--- src/rtl/cpu_fetch_pkg.sv ---
// Shared types and constants for the instruction fetch stage.
package cpu_fetch_pkg;

  localparam int ADDR_W  = 32;
  localparam int INSTR_W = 32;
  localparam logic [ADDR_W-1:0] DEFAULT_RESET_PC = 32'd0;

  typedef struct packed {
    logic [ADDR_W-1:0]  pc;
    logic [INSTR_W-1:0] instr;
  } fetch_entry_t;

endpackage

--- src/rtl/fetch_queue.sv ---
// Prefetch queue: circular buffer of {pc, instr} entries with flush.
// Head output reads as all zeros while the queue is empty.
module fetch_queue
  import cpu_fetch_pkg::*;
#(
  parameter int DEPTH = 2,
  parameter int CNT_W = $clog2(DEPTH + 1)
) (
  input  logic               clock,
  input  logic               reset,
  input  logic               push,
  input  logic               pop,
  input  logic               flush,
  input  fetch_entry_t       din,
  output fetch_entry_t       dout,
  output logic [CNT_W-1:0]   count
);

  localparam int PTR_W = $clog2(DEPTH);

  fetch_entry_t           mem [DEPTH];
  logic [PTR_W-1:0]       rd_ptr;
  logic [PTR_W-1:0]       wr_ptr;

  // DEPTH is a power of two, so natural pointer overflow gives modulo-DEPTH wrap.
  always_ff @(posedge clock) begin
    if (reset || flush) begin
      rd_ptr <= '0;
      wr_ptr <= '0;
      count  <= '0;
    end else begin
      if (push) wr_ptr <= wr_ptr + 1'b1;
      if (pop)  rd_ptr <= rd_ptr + 1'b1;
      if (push && !pop)      count <= count + 1'b1;
      else if (pop && !push) count <= count - 1'b1;
    end
  end

  always_ff @(posedge clock) begin
    if (push && !flush && !reset) mem[wr_ptr] <= din;
  end

  always_comb begin
    dout = '0;
    if (count != '0) dout = mem[rd_ptr];
  end

endmodule

--- src/rtl/instr_fetch_unit.sv ---
// Fetch stage: owns the PC, drives the ROM and feeds the core via a prefetch queue.
// Optional perf counters are enabled with the FETCH_PERF_CNT_EN macro.
module instr_fetch_unit
  import cpu_fetch_pkg::*;
#(
  parameter logic [31:0] RESET_PC = DEFAULT_RESET_PC,
  parameter int          DEPTH    = 2
) (
  input  logic                clock,
  input  logic                reset,
  output logic [ADDR_W-1:0]   rom_addr,
  input  logic [INSTR_W-1:0]  rom_data,
  input  logic                branch_taken,
  input  logic [ADDR_W-1:0]   branch_target,
  output logic                instr_valid,
  output logic [INSTR_W-1:0]  instr_out,
  output logic [ADDR_W-1:0]   instr_pc,
  input  logic                instr_ready,
`ifdef FETCH_PERF_CNT_EN
  output logic [31:0]         perf_fetch_cnt,
  output logic [15:0]         perf_flush_cnt,
`endif
  output logic                fetch_busy
);

  localparam int CNT_W = $clog2(DEPTH + 1);
  localparam logic [CNT_W-1:0] FULL = CNT_W'(DEPTH);

  logic [ADDR_W-1:0] fetch_pc;
  logic [CNT_W-1:0]  count;
  logic              pop;
  logic              push;
  logic              q_push;
  logic              q_pop;
  fetch_entry_t      q_din;
  fetch_entry_t      q_dout;

  // Handshake: the head transfers on any edge where instr_valid and instr_ready
  // are both high; while instr_valid=1 and instr_ready=0 the head is held unchanged.
  assign pop    = instr_valid & instr_ready;
  assign push   = (count < FULL) | pop;
  assign q_push = push & ~branch_taken;
  assign q_pop  = pop & ~branch_taken;
  assign q_din  = '{pc: fetch_pc, instr: rom_data};

  fetch_queue #(.DEPTH(DEPTH), .CNT_W(CNT_W)) u_queue (
    .clock (clock),
    .reset (reset),
    .push  (q_push),
    .pop   (q_pop),
    .flush (branch_taken),
    .din   (q_din),
    .dout  (q_dout),
    .count (count)
  );

  always_ff @(posedge clock) begin
    if (reset)             fetch_pc <= RESET_PC;
    else if (branch_taken) fetch_pc <= branch_target;
    else if (push)         fetch_pc <= fetch_pc + 32'd1;
  end

  assign rom_addr    = fetch_pc;
  assign instr_valid = (count != '0);
  assign instr_out   = q_dout.instr;
  assign instr_pc    = q_dout.pc;
  assign fetch_busy  = (count == FULL) & ~pop;

`ifdef FETCH_PERF_CNT_EN
  // Only pops that actually retire count; a branch on the same edge discards the pop.
  always_ff @(posedge clock) begin
    if (reset) begin
      perf_fetch_cnt <= '0;
      perf_flush_cnt <= '0;
    end else begin
      if (q_pop && perf_fetch_cnt != '1) perf_fetch_cnt <= perf_fetch_cnt + 32'd1;
      if (branch_taken && count != '0 && perf_flush_cnt != '1)
        perf_flush_cnt <= perf_flush_cnt + 16'd1;
    end
  end
`endif

endmodule
--- config.mk ---
export PLATFORM = sky130hd
export DESIGN_NAME = instr_fetch_unit
export DESIGN_NICKNAME = d
export VERILOG_FILES = /design/src/rtl/cpu_fetch_pkg.sv /design/src/rtl/fetch_queue.sv /design/src/rtl/instr_fetch_unit.sv
export SDC_FILE = /design/constraint.sdc
export NUM_CORES = 1
export LEC_CHECK = 0
export CAP_MARGIN = 5
export CORE_ASPECT_RATIO = 0.6
export CORE_MARGIN = 3
export CORE_UTILIZATION = 45
export DETAILED_ROUTE_END_ITERATION = 10
export GPL_TIMING_DRIVEN = 0
export PLACE_DENSITY = 0.83
export SLEW_MARGIN = 20
export SYNTH_ARGS = -nofsm -noshare
export SYNTH_HDL_FRONTEND = slang
export SYNTH_SLANG_ARGS = --single-unit
--- constraint.sdc ---
create_clock -name clock -period 6.42 [get_ports clock]
set_clock_uncertainty 0.1 [all_clocks]
set_input_delay 1.284 -clock clock [delete_from_list [all_inputs] [get_ports clock]]
set_output_delay 1.284 -clock clock [all_outputs]
set_load 0.01 [all_outputs]
==> flow_summary.ini <==
[critical_path]
slowest_delay_ns = 0.54
startpoint_type = primary input
crit_fanout = 10
critPathKind = primary input to output port
required_ns = 5.04
crit_path_frequent_cell = clkdlybuf4s50_1
cpMaxStageDelayCell = clkdlybuf4s50_1
path_buf_inv = 3
path_cells = clkdlybuf4s50_1 > nand2b_1 > clkbuf_1 > nor2_1 > clkdlybuf4s50_1
end_kind = output port
cp_top_family = buffers and inverters
arrival_ns = 3.06

[final_layout]
syn_to_final_growth_pct = 36.3
insertedDiodeCount = 0
final_area_sq_um = 9660
nNetsFinal = 819
fill_cells = 1124
instances_no_fill = 960
drive_gt1_share_pct = 6.69
postLayoutCoreUtil_pct = 64.7

[floorplanning]
die_y_microns = 103
core_area_sq_um = 14900
rows = 34
initial_utilization_pct = 47.5
dieArea_sq_um = 17300
die_w_microns = 168
ioPinCount = 166

[clocking]
cts_buffers = 17
cts.hold.buffers_added = 0
cts_post_setup_buffers_inserted = 0
clock_path_buffers = 2
htree_levels = 4
clkTransAtPathRegs_ns = 0.07
cts_tree = yes
clock_latency_ns = 0.42
cts.sinks = 165
ctsRootBufferMaster = clkbuf_16
cts_resized = 0

[synth]
ys.flop_type = edfxtp_1
netlist_instances = 561
ys_warn_count = 0
ys_ff_latch = 165
async_flop_share_pct = 0
synth_area_sq_um = 7090
yosysUniqueCellTypes = 51
yosysSeqAreaShare_pct = 64.7
avgSynthCellArea_sq_um = 12.6
synth_edf_count = 128
syn-num-nets = 631

[global_routing]
overflow = 0
grt_pass1_vias = 5145
grt_pass1_wl_mm = 28.3
antenna_found_initial = 0
grt_start_max_net_pins = 35
grt_use_total_pct = 21.3

[run_status]
status = finished clean

[placed_design]
io_buffer_count = 164
place_inst = 928
gp_congestion = 0.863
dpl_cell_area_sq_um = 9070
hpwl_mm = 13.5

[timing]
max_freq_ghz = 0.225
setup_viol = 0
maxSlewViolCount = 0
hold_violations = 0
slew_headroom_pct = 43.6
rsz0062_at_grt = no
tightest_slew_ns = 0.845
post-route-period-util_pct = 69.3
whs_ns = 0.446
period_needed_ns = 4.45

[pwr]
ir_drop_v = 0.000179
powerDensity_nw_per_um2 = 265
leakage_nw = 3.15

[drt]
ant_nets = 0
num_vias = 5445
finalWirelength_mm = 18.6
post_drt_wl_per_cell_microns = 19.4
vias_per_cell = 5.67
post-route-drc-count = 0
firstDrtPassIters = 5
drt_iter0_markers = 434

[flow_run]
max_cap_viol_count = 0

[hold_path]
hold_path.class = flip-flop to flip-flop
==> state kept, by name (all words and copies together) (netlist names), named ones only <==
register / count
rom_addr: 32
u_queue.mem: 128
u_queue.count: 2
u_queue.wr_ptr: 1
u_queue.rd_ptr: 1
==> where the power goes <==
part | switching [mW] | leakage (nW) | internal [mW] | total, mW
Sequential | 0.0462 | 1.49 | 1.20 | 1.25
Combinational | 0.140 | 1.37 | 0.154 | 0.294
Clock | 0.436 | 0.284 | 0.585 | 1.02
Total | 0.622 | 3.15 | 1.94 | 2.56
==> logic make-up after synthesis <==
group                      after synthesis  share of synthesized area [%]
AOI/OAI and AO/OA                       61                           6.20
xor gates and xnor gates                11                           1.36
adders and majority gates                2                          0.353
buffers and inverters                   43                           2.84
DFF                                    165                           64.7
muxes                                   64                           9.04
and+or+nand+nor                        215                           15.5
==> layout make-up <==
cell class	instances	area [sq um]	share of cell area (%)
repair buffers	169	1720	17.8
plain buffers	34	168	1.73
well taps	198	248	2.56
clock inverters	14	165	1.71
multi-input cells	353	2320	24.0
flip-flops and latches	165	4580	47.4
inverters	9	33.8	0.350
clock buffers	18	429	4.44
==> synthesized netlist by cell type, types with 3 or more instances <==
library cell,n,area (sq um)
nor3_1,7,35.0
nor3b_1,3,22.5
a311oi_1,14,123
nand2_1,22,82.6
nand3b_1,3,22.5
dfxtp_1,37,741
mux2i_1,64,641
or4_1,8,60.1
o31a_1,5,43.8
clkbuf_1,24,90.1
xor2_1,6,52.6
nand4_1,15,93.8
a211oi_1,7,52.6
and4_1,8,70.1
nor2_1,97,364
a21oi_1,8,40.0
o21ai_0,12,60.1
nand3_1,9,45.0
inv_1,9,33.8
or3_1,15,93.8
dlygate4sd1_1,3,26.3
o31ai_1,6,45.0
edfxtp_1,128,3840
nor4_1,6,37.5
buf_6,3,33.8
and3_1,7,43.8
xnor2_1,5,43.8
==> metrics by stage <==
step                setup WS (ns)  setup TNS [ns]  power [mW]
finish                       1.97               0        2.56
global route                 1.84               0        2.65
CTS                          1.99               0        2.58
detailed placement           2.01               0        1.56
global placement           -0.354          -22.32        1.55
floorplan                    1.46               0        1.38
==> cells in the final DEF, fill, tap and decap left out, types with 4 or more instances in the layout <==
master / n
clkbuf_1: 25
a311oi_1: 14
a21oi_1: 8
a211oi_1: 7
nor3_1: 6
clkdlybuf4s50_1: 164
inv_1: 9
o31a_1: 5
clkbuf_16: 17
dfxtp_1: 37
or4_1: 8
buf_6: 4
mux2i_1: 64
or3_1: 15
nand2_1: 22
o31ai_1: 6
xor2_1: 6
nor2_1: 97
and3_1: 6
nand4_1: 15
and4_1: 8
inv_6: 4
xnor2_1: 5
nor4_1: 6
edfxtp_1: 128
o21ai_0: 12
nand3_1: 9
==> path summary, 6_finish.rpt <==
path,from,endpoint,slack (ns),cells after the start
worst max register to register,rom_addr[0],rom_addr[16],3.96,6
worst min-delay path,u_queue.rd_ptr,flip-flop,0.45,2
worst max-delay path,instr_ready,fetch_busy,1.97,5
worst min register to register,u_queue.rd_ptr,flip-flop,0.45,2
==> worst register-to-register path: stages, from the launching register on <==
cell	delay (ns)
dfxtp_1	0.60
ha_1	0.36
and4_1	0.24
nand4_1	0.16
clkbuf_1	0.28
or3_1	0.39
a311oi_1	0.24
==> metal layers <==
layer	GRT usage (%)	share of wire, %
met1	30.1	45
met2	33.4	45
met3	5.24	9.3
met4	5.66	0.99
met5	0	0
(Power assumes the default switching activity.)
